===== config.mk =====
export PLATFORM = sky130hd
export DESIGN_NAME = inst_fetch
export DESIGN_NICKNAME = d
export VERILOG_FILES = /design/src/rtl/inst_fetch_pkg.sv /design/src/rtl/inst_skid_buf.sv /design/src/rtl/inst_fetch.sv
export SDC_FILE = /design/constraint.sdc
export NUM_CORES = 1
export LEC_CHECK = 0
export CORE_ASPECT_RATIO = 0.9
export CORE_MARGIN = 3
export CORE_UTILIZATION = 45
export DETAILED_ROUTE_END_ITERATION = 6
export GPL_TIMING_DRIVEN = 0
export PLACE_DENSITY = 0.74
export SLEW_MARGIN = 20
export SYNTH_ARGS = -nofsm -noshare
export SYNTH_HDL_FRONTEND = slang
export SYNTH_HIERARCHICAL = 1
export SYNTH_SLANG_ARGS = --single-unit

===== constraint.sdc =====
create_clock -name clk -period 7.5 [get_ports clk]
set_clock_uncertainty 0.1 [all_clocks]
set_input_delay 1.5 -clock clk [delete_from_list [all_inputs] [get_ports clk]]
set_output_delay 1.5 -clock clk [all_outputs]
set_load 0.05 [all_outputs]

===== src/rtl/inst_fetch_pkg.sv =====
// Shared fetch-stage constants: default widths, NOP encoding and IF FSM state encoding.
package inst_fetch_pkg;

  localparam int unsigned LEN_INST_DEF = 32;
  localparam int unsigned LEN_ADDR_DEF = 32;

  localparam logic [LEN_INST_DEF-1:0] NOP_INST = '0;

  typedef enum logic [1:0] {
    IF_FETCH = 2'd0,
    IF_HOLD  = 2'd1,
    IF_DROP  = 2'd2
  } if_state_e;

endpackage


===== src/rtl/inst_skid_buf.sv =====
// One-entry skid buffer parking a fetched instruction while IF/ID is stalled.
module inst_skid_buf #(
  parameter int unsigned LEN_INST = 32,
  parameter int unsigned LEN_ADDR = 32
) (
  input  logic                clk,
  input  logic                rst_n,
  input  logic                i_load,
  input  logic                i_unload,
  input  logic                i_clear,
  input  logic [LEN_INST-1:0] i_inst,
  input  logic [LEN_ADDR-1:0] i_pc4,
  output logic                o_valid,
  output logic [LEN_INST-1:0] o_inst,
  output logic [LEN_ADDR-1:0] o_pc4
);

  logic                r_valid;
  logic [LEN_INST-1:0] r_inst;
  logic [LEN_ADDR-1:0] r_pc4;

  // Emptying wins over loading; the two never coincide in the fetch FSM.
  always_ff @(posedge clk or negedge rst_n) begin
    if (!rst_n) begin
      r_valid <= 1'b0;
      r_inst  <= '0;
      r_pc4   <= '0;
    end else if (i_clear || i_unload) begin
      r_valid <= 1'b0;
      r_inst  <= '0;
    end else if (i_load) begin
      r_valid <= 1'b1;
      r_inst  <= i_inst;
      r_pc4   <= i_pc4;
    end
  end

  assign o_valid = r_valid;
  assign o_inst  = r_inst;
  assign o_pc4   = r_pc4;

endmodule


===== src/rtl/inst_fetch.sv =====
// Instruction fetch stage: PC, imem request handshake, IF/ID register, stall skid and redirect flush.
module inst_fetch
  import inst_fetch_pkg::*;
#(
  parameter int unsigned         LEN_INST = LEN_INST_DEF,
  parameter int unsigned         LEN_ADDR = LEN_ADDR_DEF,
  parameter logic [LEN_ADDR-1:0] RESET_PC = '0
) (
  input  logic                clk,
  input  logic                rst_n,
  output logic                imem_req,
  output logic [LEN_ADDR-1:0] imem_addr,
  input  logic                imem_ack,
  input  logic [LEN_INST-1:0] imem_rdata,
  input  logic                stall,
  input  logic                redirect,
  input  logic [LEN_ADDR-1:0] redirect_pc,
  output logic                if_valid,
  output logic [LEN_INST-1:0] if_inst,
  output logic [LEN_ADDR-1:0] if_pc4
);

  if_state_e           r_state;
  if_state_e           w_state_n;
  logic [LEN_ADDR-1:0] r_pc;
  logic [LEN_ADDR-1:0] w_pc_n;
  logic [LEN_ADDR-1:0] r_addr;
  logic [LEN_ADDR-1:0] w_addr_n;
  logic                r_req;
  logic                w_req_n;
  logic                r_if_valid;
  logic                w_if_valid_n;
  logic [LEN_INST-1:0] r_if_inst;
  logic [LEN_INST-1:0] w_if_inst_n;
  logic [LEN_ADDR-1:0] r_if_pc4;
  logic [LEN_ADDR-1:0] w_if_pc4_n;
  logic                w_ack;
  logic                w_bubble;
  logic [LEN_ADDR-1:0] w_pc_plus4;
  logic [LEN_ADDR-1:0] w_redir_pc;
  logic                w_skid_load;
  logic                w_skid_unload;
  logic                w_skid_clear;
  logic                w_skid_valid;
  logic [LEN_INST-1:0] w_skid_inst;
  logic [LEN_ADDR-1:0] w_skid_pc4;

  // An ack only counts against a request actually on the bus.
  assign w_ack      = imem_ack & r_req;
  assign w_pc_plus4 = r_pc + LEN_ADDR'(4);
  assign w_redir_pc = redirect_pc & ~LEN_ADDR'(3);

  inst_skid_buf #(
    .LEN_INST (LEN_INST),
    .LEN_ADDR (LEN_ADDR)
  ) u_skid (
    .clk      (clk),
    .rst_n    (rst_n),
    .i_load   (w_skid_load),
    .i_unload (w_skid_unload),
    .i_clear  (w_skid_clear),
    .i_inst   (imem_rdata),
    .i_pc4    (w_pc_plus4),
    .o_valid  (w_skid_valid),
    .o_inst   (w_skid_inst),
    .o_pc4    (w_skid_pc4)
  );

  always_ff @(posedge clk or negedge rst_n) begin
    if (!rst_n) begin
      r_state    <= IF_FETCH;
      r_pc       <= RESET_PC;
      r_addr     <= RESET_PC;
      r_req      <= 1'b0;
      r_if_valid <= 1'b0;
      r_if_inst  <= '0;
      r_if_pc4   <= '0;
    end else begin
      r_state    <= w_state_n;
      r_pc       <= w_pc_n;
      r_addr     <= w_addr_n;
      r_req      <= w_req_n;
      r_if_valid <= w_if_valid_n;
      r_if_inst  <= w_if_inst_n;
      r_if_pc4   <= w_if_pc4_n;
    end
  end

  // Redirect outranks ack and stall in every state.
  always_comb begin
    w_state_n     = r_state;
    w_pc_n        = r_pc;
    w_if_valid_n  = r_if_valid;
    w_if_inst_n   = r_if_inst;
    w_if_pc4_n    = r_if_pc4;
    w_bubble      = 1'b0;
    w_skid_load   = 1'b0;
    w_skid_unload = 1'b0;
    w_skid_clear  = 1'b0;
    case (r_state)
      IF_FETCH: begin
        if (redirect) begin
          w_pc_n       = w_redir_pc;
          w_bubble     = 1'b1;
          w_skid_clear = 1'b1;
          w_state_n    = w_ack ? IF_FETCH : IF_DROP;
        end else if (w_ack && !stall) begin
          w_if_valid_n = 1'b1;
          w_if_inst_n  = imem_rdata;
          w_if_pc4_n   = w_pc_plus4;
          w_pc_n       = w_pc_plus4;
        end else if (w_ack) begin
          w_skid_load = 1'b1;
          w_pc_n      = w_pc_plus4;
          w_state_n   = IF_HOLD;
        end else if (!stall) begin
          w_bubble = 1'b1;
        end
      end
      IF_HOLD: begin
        if (redirect) begin
          w_pc_n       = w_redir_pc;
          w_bubble     = 1'b1;
          w_skid_clear = 1'b1;
          w_state_n    = IF_FETCH;
        end else if (!stall) begin
          w_if_valid_n  = w_skid_valid;
          w_if_inst_n   = w_skid_inst;
          w_if_pc4_n    = w_skid_pc4;
          w_skid_unload = 1'b1;
          w_state_n     = IF_FETCH;
        end
      end
      IF_DROP: begin
        if (redirect) begin
          w_pc_n       = w_redir_pc;
          w_bubble     = 1'b1;
          w_skid_clear = 1'b1;
        end else if (!stall) begin
          w_bubble = 1'b1;
        end
        if (w_ack) begin
          w_state_n = IF_FETCH;
        end
      end
      default: begin
        w_state_n = IF_FETCH;
      end
    endcase
    if (w_bubble) begin
      w_if_valid_n = 1'b0;
      w_if_inst_n  = LEN_INST'(NOP_INST);
    end
    // The stale address stays on the bus until its ack drains.
    w_addr_n = (w_state_n == IF_DROP) ? r_addr : w_pc_n;
    w_req_n  = (w_state_n != IF_HOLD);
  end

  assign imem_req  = r_req;
  assign imem_addr = r_addr;
  assign if_valid  = r_if_valid;
  assign if_inst   = r_if_inst;
  assign if_pc4    = r_if_pc4;

endmodule


# ---- Word level (Yosys, flattened, before mapping)
# Index checks and enable logic that the tools add are counted.
dict set report word_totals {
  romBits 0
  input_bits 69
  wordCells 85
  register_bits 197
  n_memories 0
  latchBits 0
  output_inout_bits 98
  ram_bits 0
}
dict set report op_classes {
  shift 0
  add_sub_neg 1
  eq_ne 12
  magnitude_cmp 0
  mul 0
  bitwise_logic 2
  div_mod_pow 0
  n_mux 48
  n_reduce_logical 12
}
# cell count
set op_table {}
lappend op_table {{$mux W32} 15}
lappend op_table {{$pmux W32 S2} 3}
lappend op_table {{$add A32 B3 Y32 const B} 1}
lappend op_table {{$mux W1} 20}
lappend op_table {{$mux W2} 7}
lappend op_table {{$ne A3 B3 Y1 const B} 4}
lappend op_table {{$reduce_and A5 Y1} 2}
lappend op_table {{$ne A2 B2 Y1 const B} 4}
lappend op_table {{$pmux W2 S3} 1}
lappend op_table {{$eq A2 B2 Y1 const B} 2}
lappend op_table {{$reduce_bool A2 Y1} 2}
lappend op_table {{$pmux W1 S3} 1}
lappend op_table {{$reduce_bool A3 Y1} 1}
lappend op_table {{$reduce_or A3 Y1} 1}
lappend op_table {{$eq A2 B1 Y1 const B} 1}
lappend op_table {{$logic_not A2 Y1} 1}
lappend op_table {{$ne A2 B1 Y1 const B} 1}
lappend op_table {{$pmux W1 S2} 1}
lappend op_table {{$reduce_and A2 Y1} 1}
lappend op_table {{$reduce_or A2 Y1} 1}
lappend op_table {{$and A1 B1 Y1} 1}
lappend op_table {{$logic_and A1 B1 Y1} 1}
lappend op_table {{$logic_not A1 Y1} 1}
lappend op_table {{$logic_or A1 B1 Y1} 1}
lappend op_table {{$not A1 Y1} 1}

# ---- Logic depth before layout (Yosys ltp)
dict set report logic_depth {
  word_depth 7
  ltp_mapped 10
  mapped_depth_nobuf 7
}

# ---- By module
# The synthesis kept the hierarchy.
# module area_per_inst_um2 cells_per_inst seq_area_each_um2 n_inst
set by_module_without_submodules {}
lappend by_module_without_submodules {inst_fetch 7574.8 814 3303.2 1}
lappend by_module_without_submodules {inst_skid_buf 2531.2 176 1626.6 1}

# ---- Worst setup path before layout
# OpenSTA, ideal clock, no wires.
dict set report synth_path {
  kind {in2reg}
  start {in redirect}
  end {reg u_skid.r_pc4[10], in the netlist u_skid/o_pc4[10]}
  t_required_ns 7.275
  slack_ns 3.930
  setup_time_ns 0.125
  n_path_buf 5
  cell_stages 8
  arrival_time_ns 3.345
  cell_sequence {buf_2 > buf_2 > clkbuf_1 > clkbuf_1 > nor3_1 > nor3b_4 > buf_6 > mux2_2}
}
dict set report synth_via {
  elab_chain_len 5
  word_cells_on_any_way 9
  classes_between {6 x mux; 1 x bitwise; 2 x reduce/logical}
}
# element line
set synth_rtl {}
lappend synth_rtl {{start, declared} inst_fetch.sv:16} ;# input logic redirect,
lappend synth_rtl {{$mux W1} inst_fetch.sv:121} ;# if (redirect) begin
lappend synth_rtl {{$mux W1} inst_fetch.sv:100} ;# case (r_state)
lappend synth_rtl {{net w_skid_unload} inst_fetch.sv:42} ;# logic w_skid_unload;
lappend synth_rtl {{$logic_or A1 B1 Y1} inst_skid_buf.sv:28} ;# end else if (i_clear || i_unload) begin
lappend synth_rtl {{$not A1 Y1 (no source line)} -}
lappend synth_rtl {{$reduce_and A2 Y1 (no source line)} -}
lappend synth_rtl {{end signal, assigned} inst_skid_buf.sv:34} ;# r_pc4 <= i_pc4;
lappend synth_rtl {{end, declared} inst_skid_buf.sv:20} ;# logic [LEN_ADDR-1:0] r_pc4;
# The timed path passes the listed nets, and every way through them passes these cells.
# A chain may end at the register's enable or synchronous reset.

# ---- Worst setup path in the final report
dict set report layout_path {
  start {in redirect}
  end {reg u_skid.r_pc4[11], in the netlist u_skid/o_pc4[11]}
}
# Same word-level chain as after synthesis.

==> out/results.tsv <==
stage	metric	value	unit
run_status	status	complete, no violations	
sta	slew_headroom	37.0	%
detailed_routing	drc_errors	0	
sta	grt_setup_unrepaired	no	
clocking	cts_tree	built	
clocking	cts_buffer_depth	2	
logic_synthesis	synth_area	10100	µm²
power_and_ir_drop	p_per_area	416	nW/µm²
power_and_ir_drop	pwr-share-comb	50.5	%
clocking	cts_sinks	197	
clocking	cts_htree_levels	4	
sta	max_freq	255	MHz
logic_synthesis	yosysSeqAreaShare	48.8	%
final_layout	layout.nets	1247	
logic_synthesis	synth_most_common_cell	dfrtp_1	
power_and_ir_drop	switching_power	0.00247	W
power_and_ir_drop	power.leakage	5.39	nW
logic_synthesis	synth_commonest_cells	dfrtp_1 (197), nand2_1 (111), mux2i_1 (87), nor2_1 (70), mux2_2 (50)	
hold_path	hold_class	flop to flop	
placement	place_congestion	0.978	
worst_setup_path	crit_fanout	10	
clocking	post_cts_resize_count	0	
logic_synthesis	synth_top_area_share	48.8	%
logic_synthesis	syn-instance-count	990	
logic_synthesis	synth_top_area_cell	dfrtp_1	
global_routing	grt_max_degree	87	
clocking	numCtsBuffers	17	
floorplan	die_x	164	µm
detailed_routing	ant_nets	0	
placement	numPortBuffers	162	
logic_synthesis	synth_warnings	6	
detailed_routing	finalWirelength	30000	µm
logic_synthesis	synth_cell_type_count	79	
placement	hpwl	22500	µm
detailed_routing	wl_per_cell	20.3	µm
floorplan	core	21800	µm²
global_routing	antenna_found_initial	0	
final_layout	multi_input_area	4760	µm²
logic_synthesis	synth-edff-count	0	
logic_synthesis	synth_area_leaders	dfrtp_1 (49%), mux2i_1 (8.6%), mux2_2 (5.6%), nand2_1 (4.1%), nor2_1 (2.6%)	
worst_setup_path	start_kind	input port	
logic_synthesis	ys_ff_latch	197	
sta	tightestPinTransition	942	ps
detailed_routing	drt_first_pass_iters	7	
worst_setup_path	crit_required	7730	ps
clocking	hold_buffers	0	
detailed_routing	via_count	8462	
logic_synthesis	avgSynthCellArea	10.2	µm²
final_layout	fin_area	12800	µm²
sta	fin_crit	3930	ps
final_layout	antenna_cells	0	
detailed_routing	viasPerCell	5.73	
final_layout	fill_cells	1901	
power_and_ir_drop	intPower	0.00285	W
floorplan	die_y	148	µm
logic_synthesis	syn_nets	1064	
clocking	clk-insertion-delay-late	450	ps
sta	maxSlewViolCount	0	
floorplan	io_pins	167	
final_layout	area_delta_synth_final	26.5	%
sta	setup_violations	0	
worst_setup_path	critPathKind	input port to flop	
detailed_routing	drt-initial-drc-count	748	
final_layout	drive_above_1_share	12.8	%
run	drv_cap	0	
logic_synthesis	ys_async_sr_fraction	100	%
logic_synthesis	synth_ff_type	dfrtp_1	
clocking	post-cts-setup-buffers	0	
global_routing	first_global_vias	8408	
global_routing	grt_pass1_wl	47800	µm
sta	finalSetupTns	0	ps
power_and_ir_drop	switching_share	46.5	%
placement	place_area	12200	µm²
clocking	clkSlewWorstSetupHoldPaths	80	ps
global_routing	grt_remaining_overflow	0	
floorplan	die_area	24300	µm²
floorplan	initial_utilization	46.3	%
power_and_ir_drop	p_clk_share	18.3	%
floorplan	fp-row-count	51	
final_layout	register_area	4930	µm²
worst_setup_path	worstPathArrival	4160	ps
power_and_ir_drop	seqPwrFrac	31.2	%
clocking	root_buffer	clkbuf_16	
sta	timing.final.crit_share	52.4	%
power_and_ir_drop	peakVddDrop	0.000298	V
worst_setup_path	cp-end-kind	flop	
global_routing	grt_util_all_layers	25.3	%
sta	hold_viol	0	
-- cells by family after synthesis --
logic type | synth area share [%]
buffers and inverters | 4.11
muxes | 14.9
and+or+nand+nor | 16.7
AOI/OAI and AO/OA | 12.9
adders and majority gates | 0.619
DFF | 48.8
xor gates and xnor gates | 1.99
-- final cells by class --
type	instances	area share, %
sequential	197	38.6
multi-input combinational	700	37.2
timing repair buffer	164	13.2
clock buffer	17	3.33
tap	291	2.85
buffer	78	2.81
clock inverter	15	1.64
inverter	15	0.440
-- power groups by stage --
| stage | clock network [W] | registers [W] | logic, W |
|---|---|---|---|
| after floorplan | 0 | 0.00229 | 0.00115 |
| after global placement | 0 | 0.00166 | 0.00264 |
| after detailed placement | 0 | 0.00167 | 0.00267 |
| after CTS | 0.000988 | 0.00166 | 0.00269 |
| after global routing | 0.00103 | 0.00171 | 0.00287 |
| final | 0.000974 | 0.00166 | 0.00269 |
-- layer usage --
layer | global-route usage [%] | up-vias | wire length [µm]
li1 | - | 3930 | -
met4 | 6.30 | 0 | 513
met2 | 38.0 | 336 | 13300
met1 | 38.2 | 4163 | 14200
met3 | 4.37 | 33 | 2020
met5 | 0 | - | 0
-- sequential cells by signal (all words and copies together) (netlist names) --
signal	flops
u_skid/o_pc4	32
imem_addr	32
if_pc4	32
if_inst	32
if_valid	1
imem_req	1
u_skid/o_valid	1
r_state	2
r_pc	32
u_skid/o_inst	32
-- path summary, 6_finish.rpt --
check	end	depth (start not counted)	slack (ps)	start
hold reg to reg	if_inst[14]$_DFFE_PN0P_	2	390	if_inst[14]$_DFFE_PN0P_
setup reg to reg	u_skid/o_inst[14]$_DFFE_PN0P_	10	4090	r_state[1]$_DFF_PN0_
min in group asynchronous	if_inst[17]$_DFFE_PN0P_	1	940	rst_n
max in group asynchronous	r_pc[20]$_DFF_PN0_	3	5300	rst_n
hold / removal	if_inst[14]$_DFFE_PN0P_	2	390	if_inst[14]$_DFFE_PN0P_
setup / recovery	u_skid/o_pc4[11]$_DFFE_PN0P_	8	3570	redirect
-- worst max-delay path, cell delays in order --
cell,delay [ps]
buf_2,180
buf_2,260
clkbuf_1,540
clkbuf_1,490
nor3_1,190
nor3b_4,430
buf_6,220
mux2_2,350
-- placed cells by master (no fill, tap or decap), types with 8 or more instances in the layout --
| cell | netlist | layout |
|---|---|---|
| o21ai_0 | 46 | 46 |
| nor4_1 | 10 | 10 |
| dfrtp_1 | 197 | 197 |
| nand4_1 | 16 | 16 |
| mux2i_1 | 87 | 87 |
| o21ai_1 | 32 | 32 |
| o31ai_1 | 11 | 11 |
| mux2_2 | 50 | 50 |
| nor2_1 | 70 | 70 |
| nand2b_1 | 9 | 9 |
| a21oi_1 | 17 | 17 |
| clkbuf_1 | 41 | 41 |
| or4_1 | 9 | 9 |
| clkdlybuf4s50_1 | 0 | 161 |
| a31oi_1 | 8 | 8 |
| xor2_1 | 8 | 8 |
| buf_2 | 23 | 23 |
| nand2_1 | 111 | 111 |
| or2_2 | 16 | 16 |
| inv_1 | 15 | 15 |
| nor3_1 | 24 | 24 |
| a22oi_1 | 12 | 12 |
| clkbuf_16 | 0 | 17 |
| xnor2_1 | 15 | 15 |
| nand3_1 | 29 | 29 |
-- per-stage QoR --
step	hold slack, ps	cells	worst slack [ps]	util [%]	total power (W)
after floorplan	357	990	3930	-	0.00344
after global placement	365	1443	-3470	55.4	0.00430
after detailed placement	359	1445	3260	55.7	0.00434
after CTS	383	1477	3720	58.6	0.00533
after global routing	397	1477	3490	58.6	0.00561
final	386	1477	3570	58.6	0.00532
Power figures use the tool's default switching activity.
